===== config.mk =====
export PLATFORM = sky130hd
export DESIGN_NAME = multi_operand_adder
export DESIGN_NICKNAME = d
export VERILOG_FILES = /design/src/rtl/multi_operand_adder_pkg.sv /design/src/rtl/multi_operand_adder_ripple_adder.sv /design/src/rtl/multi_operand_adder.sv
export SDC_FILE = /design/constraint.sdc
export NUM_CORES = 1
export LEC_CHECK = 0
export ABC_AREA = 1
export CORE_MARGIN = 4
export CORE_UTILIZATION = 33
export DETAILED_ROUTE_END_ITERATION = 8
export PLACE_DENSITY = 0.55
export SYNTH_ARGS = -nofsm -noshare
export SYNTH_HDL_FRONTEND = slang
export SYNTH_HIERARCHICAL = 1
export SYNTH_SLANG_ARGS = --single-unit

===== constraint.sdc =====
create_clock -name clk -period 4.3 [get_ports clk]
set_input_delay 0.86 -clock clk [delete_from_list [all_inputs] [get_ports clk]]
set_output_delay 0.86 -clock clk [all_outputs]
set_load 0.1 [all_outputs]

===== src/rtl/multi_operand_adder_pkg.sv =====
// Shared types and sizing helpers for the multi-operand accumulating adder.
package multi_operand_adder_pkg;

  typedef enum logic [1:0] {
    IDLE  = 2'd0,
    ACCUM = 2'd1,
    DONE  = 2'd2
  } state_t;

  // Result width large enough that NUM_OPS in-range operands never overflow.
  function automatic int sum_width(input int width, input int num_ops);
    if (num_ops <= 1) return width;
    return width + $clog2(num_ops);
  endfunction

endpackage


===== src/rtl/multi_operand_adder_ripple_adder.sv =====
// Combinational SUM_W-bit ripple-carry adder built from a chain of full-adder cells.
module ripple_adder #(
  parameter int SUM_W = 6
) (
  input  logic [SUM_W-1:0] a,
  input  logic [SUM_W-1:0] b,
  output logic [SUM_W-1:0] s
);

  logic [SUM_W-1:0] c;

  assign c[0] = 1'b0;

  // The carry out of the top cell is never formed; results are modulo 2^SUM_W.
  for (genvar i = 0; i < SUM_W; i++) begin : g_fa
    assign s[i] = a[i] ^ b[i] ^ c[i];
    if (i < SUM_W - 1) begin : g_carry
      assign c[i+1] = (a[i] & b[i]) | (a[i] & c[i]) | (b[i] & c[i]);
    end
  end

endmodule


===== src/rtl/multi_operand_adder.sv =====
// Accumulates NUM_OPS handshaked operands and presents their registered sum.
module multi_operand_adder
  import multi_operand_adder_pkg::*;
#(
  parameter  int WIDTH   = 4,
  parameter  int NUM_OPS = 3,
  parameter  int SIGNED  = 0,
  localparam int SUM_W   = sum_width(WIDTH, NUM_OPS)
) (
  input  logic             clk,
  input  logic             rst_n,
  input  logic             clear,
  input  logic [WIDTH-1:0] in_data,
  input  logic             in_valid,
  output logic             in_ready,
  output logic [SUM_W-1:0] sum,
  output logic             out_valid,
  input  logic             out_ready
);

  localparam int CNT_W = $clog2(NUM_OPS + 1);

  state_t           state, state_nxt;
  logic             armed;
  logic [CNT_W-1:0] count;
  logic [SUM_W-1:0] acc_p1;
  logic [SUM_W-1:0] operand_p0;
  logic [SUM_W-1:0] add_p0;
  logic             accept;
  logic             last_op;

  function automatic logic [SUM_W-1:0] extend(input logic [WIDTH-1:0] d);
    logic signed [WIDTH-1:0] ds;
    ds = d;
    if (SIGNED != 0) return SUM_W'(ds);
    return SUM_W'(d);
  endfunction

  assign operand_p0 = extend(in_data);
  assign accept     = in_valid && in_ready && !clear;
  assign last_op    = (count == CNT_W'(NUM_OPS - 1));

  ripple_adder #(.SUM_W(SUM_W)) u_add (
    .a (acc_p1),
    .b (operand_p0),
    .s (add_p0)
  );

  always_ff @(posedge clk or negedge rst_n) begin
    if (!rst_n)     state <= IDLE;
    else if (clear) state <= IDLE;
    else            state <= state_nxt;
  end

  always_comb begin
    state_nxt = state;
    unique case (state)
      IDLE:  if (accept) state_nxt = (NUM_OPS == 1) ? DONE : ACCUM;
      ACCUM: if (accept && last_op) state_nxt = DONE;
      DONE:  if (out_ready) state_nxt = IDLE;
      default: state_nxt = IDLE;
    endcase
  end

  // armed keeps in_ready low for one cycle after reset release or clear.
  always_comb begin
    in_ready  = armed && (state != DONE);
    out_valid = (state == DONE);
  end

  // Stage p0 -> p1: extended operand is loaded or added into the accumulator.
  always_ff @(posedge clk or negedge rst_n) begin
    if (!rst_n) begin
      armed  <= 1'b0;
      count  <= '0;
      acc_p1 <= '0;
    end else begin
      armed <= !clear;
      if (clear) begin
        count  <= '0;
        acc_p1 <= '0;
      end else if (accept) begin
        if (state == IDLE) begin
          count  <= CNT_W'(1);
          acc_p1 <= operand_p0;
        end else begin
          count  <= count + CNT_W'(1);
          acc_p1 <= add_p0;
        end
      end
    end
  end

  assign sum = acc_p1;

endmodule


Word level (Yosys, flattened, before mapping)
Index checks and enable logic that the tools add are counted.

Word-level logic and storage cells: 57. Register bits after elaboration: 11.

Mux-type cells: 11. Reductions and logical operators: 8. $add $sub $neg: 1. Bitwise operators: 26. Equality and inequality tests: 7.

Operators by type and width (number): $mux 6 (3); $mux 2 (7); $and 1x1->1 (11); $xor 1x1->1 (9); $ne 3x3->1 const B (2); $or 1x1->1 (6); $pmux 2 s3 (1); $eq 2x2->1 const B (2); $logic_and 1x1->1 (4); $ne 3x2->1 const B (1); $reduce_and 3->1 (1); $add 2x1->2 const B (1); $eq 2x1->1 const B (1); $logic_not 2->1 (1); $ne 2x2->1 const B (1); $reduce_bool 2->1 (1); $logic_not 1->1 (1).

Longest topological paths before layout
Gate-level depths: netlist of run 1.

Depth after elaboration: 15. Gate-level depth with buffers: 10. Depth with buffers taken out: 10.

Cells and area by module
The synthesis of run 1 kept the hierarchy.

Modules (own cells, without submodules): multi_operand_adder (area each 620.6 sq um, instances 1, cells an instance 70, seq. area each 275.3 sq um); ripple_adder (area each 132.6 sq um, instances 1, cells an instance 15, seq. area each 0.0 sq um).

Least setup slack after synthesis of run 1
Ideal clock, no wire load.

Path kind: flip-flop to output port. Start: register state[1]. End: output in_ready. Buffers on the path: 0. Data required time: 3.440 ns. Slack: 1.087 ns. Cell stages (with the launch flop): 4. Data arrival time: 2.353 ns. Cells stage by stage: dfrtp_1 -> nand2_4 -> inv_1 -> nor2_1.

Word-level cells in the longest chain between the ends: 2.

Ends and longest elaborated chain: from (decl) (RTL line multi_operand_adder.sv:23) `state_t state, state_nxt;`; from (signal assigned) (RTL line multi_operand_adder.sv:52) `else state <= state_nxt;`; $ne 2x2->1 (RTL line multi_operand_adder.sv:67) `in_ready = armed && (state != DONE);`; $logic_and 1x1->1 (RTL line multi_operand_adder.sv:67); to (decl) (RTL line multi_operand_adder.sv:15) `output logic in_ready,`.

No other way between the ends.

Worst setup path after layout of run 1
Start: input in_data[0]. End: register acc_p1[5] (netlist: sum[5]).

Word-level cells in the longest chain between the ends: 15. Elaborated cells on any way between the ends: 18. Those cells by class: 3 x mux; 15 x bitwise.

Ends and longest elaborated chain: from (decl) (RTL line multi_operand_adder.sv:13) `input logic [WIDTH-1:0] in_data,`; $and 1x1->1 (*) (RTL line multi_operand_adder_ripple_adder.sv:18) `assign c[i+1] = (a[i] & b[i]) | (a[i] & c[i]) | (b[i] & c[i]);`; $and 1x1->1 (RTL line multi_operand_adder_ripple_adder.sv:18); $or 1x1->1 (RTL line multi_operand_adder_ripple_adder.sv:18); $or 1x1->1 (*) (RTL line multi_operand_adder_ripple_adder.sv:18); $and 1x1->1 (RTL line multi_operand_adder_ripple_adder.sv:18); $or 1x1->1 (RTL line multi_operand_adder_ripple_adder.sv:18); $or 1x1->1 (*) (RTL line multi_operand_adder_ripple_adder.sv:18); $and 1x1->1 (RTL line multi_operand_adder_ripple_adder.sv:18); $or 1x1->1 (RTL line multi_operand_adder_ripple_adder.sv:18); $or 1x1->1 (*) (RTL line multi_operand_adder_ripple_adder.sv:18); $and 1x1->1 (*) (RTL line multi_operand_adder_ripple_adder.sv:18); $xor 1x1->1 (*) (RTL line multi_operand_adder_ripple_adder.sv:16) `assign s[i] = a[i] ^ b[i] ^ c[i];`; via add_p0[5] (RTL line multi_operand_adder.sv:28) `logic [SUM_W-1:0] add_p0;`; $mux 6 (*) (RTL line multi_operand_adder.sv:83) `if (state == IDLE) begin`; $mux 6 (*) (RTL line multi_operand_adder.sv:82) `end else if (accept) begin`; $mux 6 (*) (RTL line multi_operand_adder.sv:79) `if (clear) begin`; to (signal assigned) (RTL line multi_operand_adder.sv:85) `acc_p1 <= operand_p0;`; to (signal assigned) (RTL line multi_operand_adder.sv:88) `acc_p1 <= add_p0;`; to (decl) (RTL line multi_operand_adder.sv:26) `logic [SUM_W-1:0] acc_p1;`.

The timed path passes the listed nets; every way through them passes the cells marked *. The select of a mux whose other input is x is not followed. A chain may end at the register's enable or synchronous reset.

==> out/results.txt, run 1 <==
Status -> finished, final reports clean
Layout Nets -> 123
RSZ-0062 raised after global routing -> false
Antenna Diode Count -> 0
Max_slew headroom -> 34.70%
#FFs+latches synth -> 11
Sequential power share -> 39.7%
Worst R2R Path Depth -> 10
Fin crit period -> 3.236 ns
Maximum fanout along the worst path -> 2
Post CTS Setup Buffer Count -> 0
Period utilisation layout -> 75.26%
Final setup fails -> 0
# clock sinks -> 11
Final Total Pwr -> 0.2959 mW
Mapped Cells -> 85
Max Cap Viol -> 0
Gp weighted congestion -> 0.6799
Worst reg2reg endpoint -> sum[5]
Layout filler cell count -> 224
Worst EP arrival -> 3.43 ns
Initial antenna violation count -> 0
Hold buffer count at cts -> 0
Port bufs -> 16
Critical path class -> primary input to flip-flop
CTS tree -> built
Clk slew on worst S/H paths -> 0.08 ns
Int Power -> 0.1802 mW
Launch point of the worst path -> in_data[0]
Post-CTS Resized -> 0
Initial DRC count -> 6
P&R area growth vs syn -> 29.40%
PD cells -> 303.6 nW/um^2
Pin count of the biggest net entering global routing -> 12
Worst Tran Pin Value -> 0.9764 ns
Setup TNS -> 0 ns
Critical R2R Launch -> sum[0]
Clock network power share -> 24.5%
Die area -> 3111 um^2
Die H -> 55.78 um
Number of global-route vias before repair -> 642
LEAKAGE -> 0.4289 nW
Highest Clock Rate -> 309.0 MHz
CP max stage cell -> clkdlybuf4s50_1
Via density per instance -> 4.756
Top post-synthesis cells by area -> dfrtp_1 37%, fa_1 11%, nand3_1 7.3%, o21ai_0 6.6%, inv_1 5.0%
Final Hold Vio Count -> 0
Avg WL per Cell -> 12.33 um
Max VDD drop -> 0.1506 mV
Sw power -> 0.1157 mW
Unique masters post-synth -> 22
Critical path depth -> 11
Mapped cell area -> 753.2 um^2
Share of cells above drive strength 1 -> 14.95%
Core Box Area -> 2191 um^2
Skew final -> 0.002959 ns
CP Launch Type -> primary input
Dpl hpwl -> 1.258 mm
Sw Ratio -> 39.10%
Sequential share of the synthesized area -> 36.54%
Required time at the endpoint of the critical path -> 4.49 ns
Area leader, netlist -> dfrtp_1
First-pass GRT wire length -> 2.884 mm
CP Capture Point -> sum[5]
Hold Slack -> 0.5258 ns
Fin util -> 44.49%
GR Overflow Total -> 0
CP delay by family, top -> adder cells
Initial cell density of the core -> 34.38%
Pre-antenna DRT Iters -> 4
Comb pwr share -> 35.8%
Clock tree buffer depth -> 2
Fin. max-slew vios -> 0
Critical path's most frequent cell -> fa_1
Clock Latency Late Sink -> 0.27 ns
Buf/Inv on CP -> 2
All-Layer GR Usage -> 11.67%
Cell Chain, Critical Path -> clkdlybuf4s50_1 > ha_1 > fa_1 > fa_1 > fa_1 > fa_1 > inv_1 > nand3_1 > nand2_1 > nand2_1 > o21ai_0
CTS root buffer -> clkbuf_4
Drc violations -> 0
H-Tree Depth -> 1
Worst hold-check path type -> flip-flop to flip-flop
Cts bufs inserted -> 3
Reg-to-reg setup timing slack -> 1.66 ns
Crit. End Element -> flip-flop
Wirelength, routed -> 1.664 mm
Via count -> 642
Ys Warns -> 6
Synthesized area per cell -> 8.861 um^2
Yosys top cell area share -> 36.54%
Final ANT Viol Nets -> 0
Die width -> 55.78 um
Critical path's largest stage delay -> 0.43 ns
I/O pin cnt -> 17
Row cnt -> 17
## cells in the mapped netlist (all sizes together)
| cell type | n |
|---|---|
| inv | 13 |
| nand3 | 12 |
| fa | 4 |
| nor3 | 1 |
| nand4 | 1 |
| nor2 | 6 |
| o21ai | 14 |
| a21oi | 1 |
| buf | 1 |
| or2 | 5 |
| nand2 | 13 |
| dfrtp | 11 |
| conb | 1 |
| ha | 2 |
## tightest hold or removal path, stage by stage, from the launching register on
cell	delay (ns)
dfrtp_1	0.35
nand3_1	0.07
o21ai_0	0.07
## routing by layer
layer  global-route usage, %  up-vias  wire, um  share of wire, %
met1                   14.45      313       741                45
li1                        -      313         -                 -
met2                   19.09       14       837                50
met3                   1.392        2        64               3.8
met4                   7.292        0        20               1.2
met5                       0        -         0                 0
## registers in the layout, summed over array words and instances (netlist names)
signal / flops
sum: 6
count: 2
state: 2
armed: 1
## worst min-delay path by stage
stage,startpoint,to,slack (ns),depth (start not counted)
2_1_floorplan,count[0],count[0],0.48,2
3_3_place_gp,count[0],count[0],0.50,2
3_5_place_dp,count[0],count[0],0.51,2
4_1_cts,count[0],count[0],0.53,2
5_1_grt,count[0],count[0],0.58,2
6_report,count[0],count[0],0.53,2
## power by group through the flow
stage | Combinational, mW | Sequential [mW] | Clock, mW
2_1_floorplan | 0.0469 | 0.148 | 0
3_3_place_gp | 0.105 | 0.120 | 0
3_5_place_dp | 0.106 | 0.120 | 0
4_1_cts | 0.107 | 0.118 | 0.0766
5_1_grt | 0.115 | 0.119 | 0.0798
6_report | 0.106 | 0.117 | 0.0726
## layout make-up
cell class                      instances  area, um^2  area share (%)
Timing Repair Buffer                   16       160.2           16.43
Clock buffer                            4       26.28           2.696
Sequential cell                        11       275.3           28.24
Inverter                               13       48.80           5.006
Tap cell                               28       35.03           3.594
Multi-Input combinational cell         63       429.2           44.03
## cells in the final DEF, fill, tap and decap left out, types with 2 or more instances in the layout
cell	Yosys	layout
clkdlybuf4s50_1	0	16
nand3_1	11	11
dfrtp_1	11	11
inv_1	10	10
nand2_1	10	10
o21ai_0	10	10
conb_1	1	4
fa_1	4	4
inv_2	3	3
nor2_1	3	3
nor2_2	3	3
o21ai_1	3	3
or2_1	3	3
clkbuf_4	0	3
nand2_4	2	2
or2_0	2	2
ha_1	2	2
## kinds of logic after synthesis
logic type | synth area share, %
other cells | 0.4979
fa+ha+maj | 13.95
compound gates | 10.96
simple gates | 30.07
flops | 36.54
buf+inv | 7.974
## stage by stage
step	cells	instance area (um^2)	setup WS, ns
after floorplan	88	764.5	1.087
after global placement	131	948.4	0.8354
after detailed placement	131	948.4	0.7653
after CTS	135	974.7	1.080
final	135	974.7	1.064
after global routing	135	974.7	0.9557
Power figures use the tool's default switching activity.
==> run 2, diff against run 1 <==
--- a/config.mk
+++ b/config.mk
@@ -9,7 +9,7 @@
 export CORE_MARGIN = 4
 export CORE_UTILIZATION = 33
 export DETAILED_ROUTE_END_ITERATION = 8
-export PLACE_DENSITY = 0.55
+export PLACE_DENSITY = 0.57
 export SYNTH_ARGS = -nofsm -noshare
 export SYNTH_HDL_FRONTEND = slang
 export SYNTH_HIERARCHICAL = 1
==> constraint.sdc (replaced) <==
create_clock -name clk -period 2.97 [get_ports clk]
set_input_delay 0.594 -clock clk [delete_from_list [all_inputs] [get_ports clk]]
set_output_delay 0.594 -clock clk [all_outputs]
set_load 0.1 [all_outputs]
==> out/results.txt, run 2 (synthesis gave the netlist of run 1 again) <==
Worst slack, placed -> -0.3394 ns (-1.105 ns)
Skew final -> 0.008811 ns (+0.005852 ns)
First-pass GRT wire length -> 2.822 mm (-2.1%)
Highest Clock Rate -> 353.9 MHz
Clock tree buffer depth -> 2 (unchanged)
Period utilisation layout -> 95.15%
Cell Chain, Critical Path -> clkdlybuf4s50_1 > ha_1 > fa_2 > fa_2 > fa_1 > fa_2 > inv_1 > nand3_1 > nand2_1 > nand2_1 > o21ai_1
Clk slew on worst S/H paths -> 0.06 ns (-0.02 ns)
LEAKAGE -> 0.4366 nW (+1.8%)
Max VDD drop -> 0.1670 mV (+11%)
Critical path class -> primary input to flip-flop
Share of cells above drive strength 1 -> 26.17% (+11 points)
Layout filler cell count -> 220 (-1.8%)
GR Overflow Total -> 0 (unchanged)
Avg WL per Cell -> 11.82 um (-4.1%)
Gp weighted congestion -> 0.7842 (+15%)
Placed inst area -> 929.6 um^2 (-2.0%)
Cts bufs inserted -> 3 (unchanged)
Max_slew headroom -> 65.23% (+31 points)
Design area -> 963.4 um^2 (-1.2%)
Dpl hpwl -> 1.163 mm (-7.5%)
Post CTS Setup Buffer Count -> 0 (unchanged)
Max Cap Viol -> 0 (unchanged)
P&R area growth vs syn -> 27.91%
Initial antenna violation count -> 0 (unchanged)
CP delay by family, top -> adder cells
Wirelength, routed -> 1.596 mm (-4.1%)
Pre-antenna DRT Iters -> 4 (unchanged)
Drc violations -> 0 (unchanged)
Antenna Diode Count -> 0 (unchanged)
Critical path's largest stage delay -> 0.42 ns (about the same)
Multi-input gate area -> 436.7 um^2 (+1.7%)
Die area -> 3111 um^2 (unchanged)
Status -> finished, final reports clean
PD cells -> 441.1 nW/um^2 (+45%)
Port bufs -> 16 (unchanged)
Buf/Inv on CP -> 2 (unchanged)
Via density per instance -> 4.659 (-2.0%)
Die width -> 55.78 um (unchanged)
CTS tree -> built
Final Hold Vio Count -> 0 (unchanged)
Fin. max-slew vios -> 0 (unchanged)
CP max stage cell -> clkdlybuf4s50_1
All-Layer GR Usage -> 11.48% (-0.19 points)
Final ANT Viol Nets -> 0 (unchanged)
Die H -> 55.78 um (unchanged)
Required time at the endpoint of the critical path -> 3.15 ns (-1.34 ns)
RSZ-0062 raised after global routing -> false
Final setup fails -> 0 (unchanged)
Number of global-route vias before repair -> 624 (-2.8%)
Critical path's most frequent cell -> fa_2
Clock Latency Late Sink -> 0.27 ns (about the same)
Most frequent cells in the layout -> 11 x nand3_1, 10 x inv_1, 10 x nand2_1, 10 x dfrtp_1, 9 x o21ai_0
Crit. End Element -> flip-flop
Setup WS post-layout -> 0.1440 ns (-0.9200 ns)
Worst Tran Pin Value -> 0.5199 ns (-0.4565 ns)
Max reg flops -> 6 (unchanged)
Core Box Area -> 2191 um^2 (unchanged)
Sequential Area -> 276.5 um^2 (+0.45%)
Initial cell density of the core -> 34.38% (unchanged)
CTS root buffer -> clkbuf_4
CP Launch Type -> primary input
I/O pin cnt -> 17 (unchanged)
Maximum fanout along the worst path -> 2 (unchanged)
Pin count of the biggest net entering global routing -> 12 (unchanged)
H-Tree Depth -> 1 (unchanged)
Most common cell after layout, fill and taps aside -> nand3_1
Reg-to-reg setup timing slack -> 0.47 ns (-1.19 ns)
Fin crit period -> 2.826 ns
Hold buffer count at cts -> 0 (unchanged)
Layout Nets -> 123 (unchanged)
Worst EP arrival -> 3.01 ns (-0.42 ns)
Via count -> 629 (-2.0%)
Initial DRC count -> 15 (+9)
# clock sinks -> 11 (unchanged)
Worst hold-check path type -> flip-flop to flip-flop
Row cnt -> 17 (unchanged)
[run 2: through the flow]
step / hold slack [ns] / setup TNS, ns / instances / power [mW] / utilization, %
3_3_place_gp: 0.4987 / -0.4374 / 131 / 0.3226 / 42.43
3_5_place_dp: 0.5140 / -0.5572 / 131 / 0.3259 / 42.43
4_1_cts: 0.5296 / 0 / 135 / 0.4300 / 43.75
6_report: 0.5241 / 0 / 135 / 0.4249 / 43.97
2_1_floorplan: 0.2984 / 0 / 88 / 0.2820 / -
5_1_grt: 0.5423 / 0 / 135 / 0.4526 / 43.97
[run 2: worst min-delay path, cell delays in order, from the launching register on]
cell and delay, ns:
dfrtp_1 0.34, nand3_1 0.07, o21ai_0 0.07
[run 2: layer usage]
metal  vias to the layer above  global-route usage [%]  wire [um]
met2                        15                   18.41        774
met3                         2                   2.784         75
met5                         -                       0          0
met4                         0                   7.292         27
li1                        319                       -          -
met1                       293                   13.61        719
[run 2: what timing repair did]
action	in CTS	in global routing
cloned	0	0
resized for setup	2	2
hold endpoints to repair	0	0
setup endpoints to repair	1	1
[run 2: final timing paths]
check                      depth (start not counted)        from        to
setup reg to reg                                  10      sum[0]    sum[5]
setup / recovery                                  11  in_data[0]    sum[5]
hold / removal                                     2    count[0]  count[0]
max in group asynchronous                          1       rst_n    sum[0]
hold reg to reg                                    2    count[0]  count[0]
min in group asynchronous                          1       rst_n    sum[3]
[run 2: cell type report]
class,instances,share of cell area [%]
Clock buffer,4,2.727
Multi-Input combinational cell,63,45.32
Tap cell,28,3.636
Sequential cell,11,28.70
Timing Repair Buffer,16,14.55
Inverter,13,5.065
[run 2: where the power goes]
part	internal (mW)	total [mW]	switching, mW
clock	0.0520	0.102	0.0496
combinational	0.0476	0.153	0.105
sequential	0.160	0.171	0.0105
==> run 3, diff against run 2 <==
--- a/config.mk
+++ b/config.mk
@@ -8,6 +8,7 @@
 export ABC_AREA = 1
 export CORE_MARGIN = 4
 export CORE_UTILIZATION = 33
+export CTS_CLUSTER_DIAMETER = 150
 export DETAILED_ROUTE_END_ITERATION = 8
 export PLACE_DENSITY = 0.57
 export SYNTH_ARGS = -nofsm -noshare
==> results of run 3 <==
Final layout, timing and power as in run 2 (identical DEF).
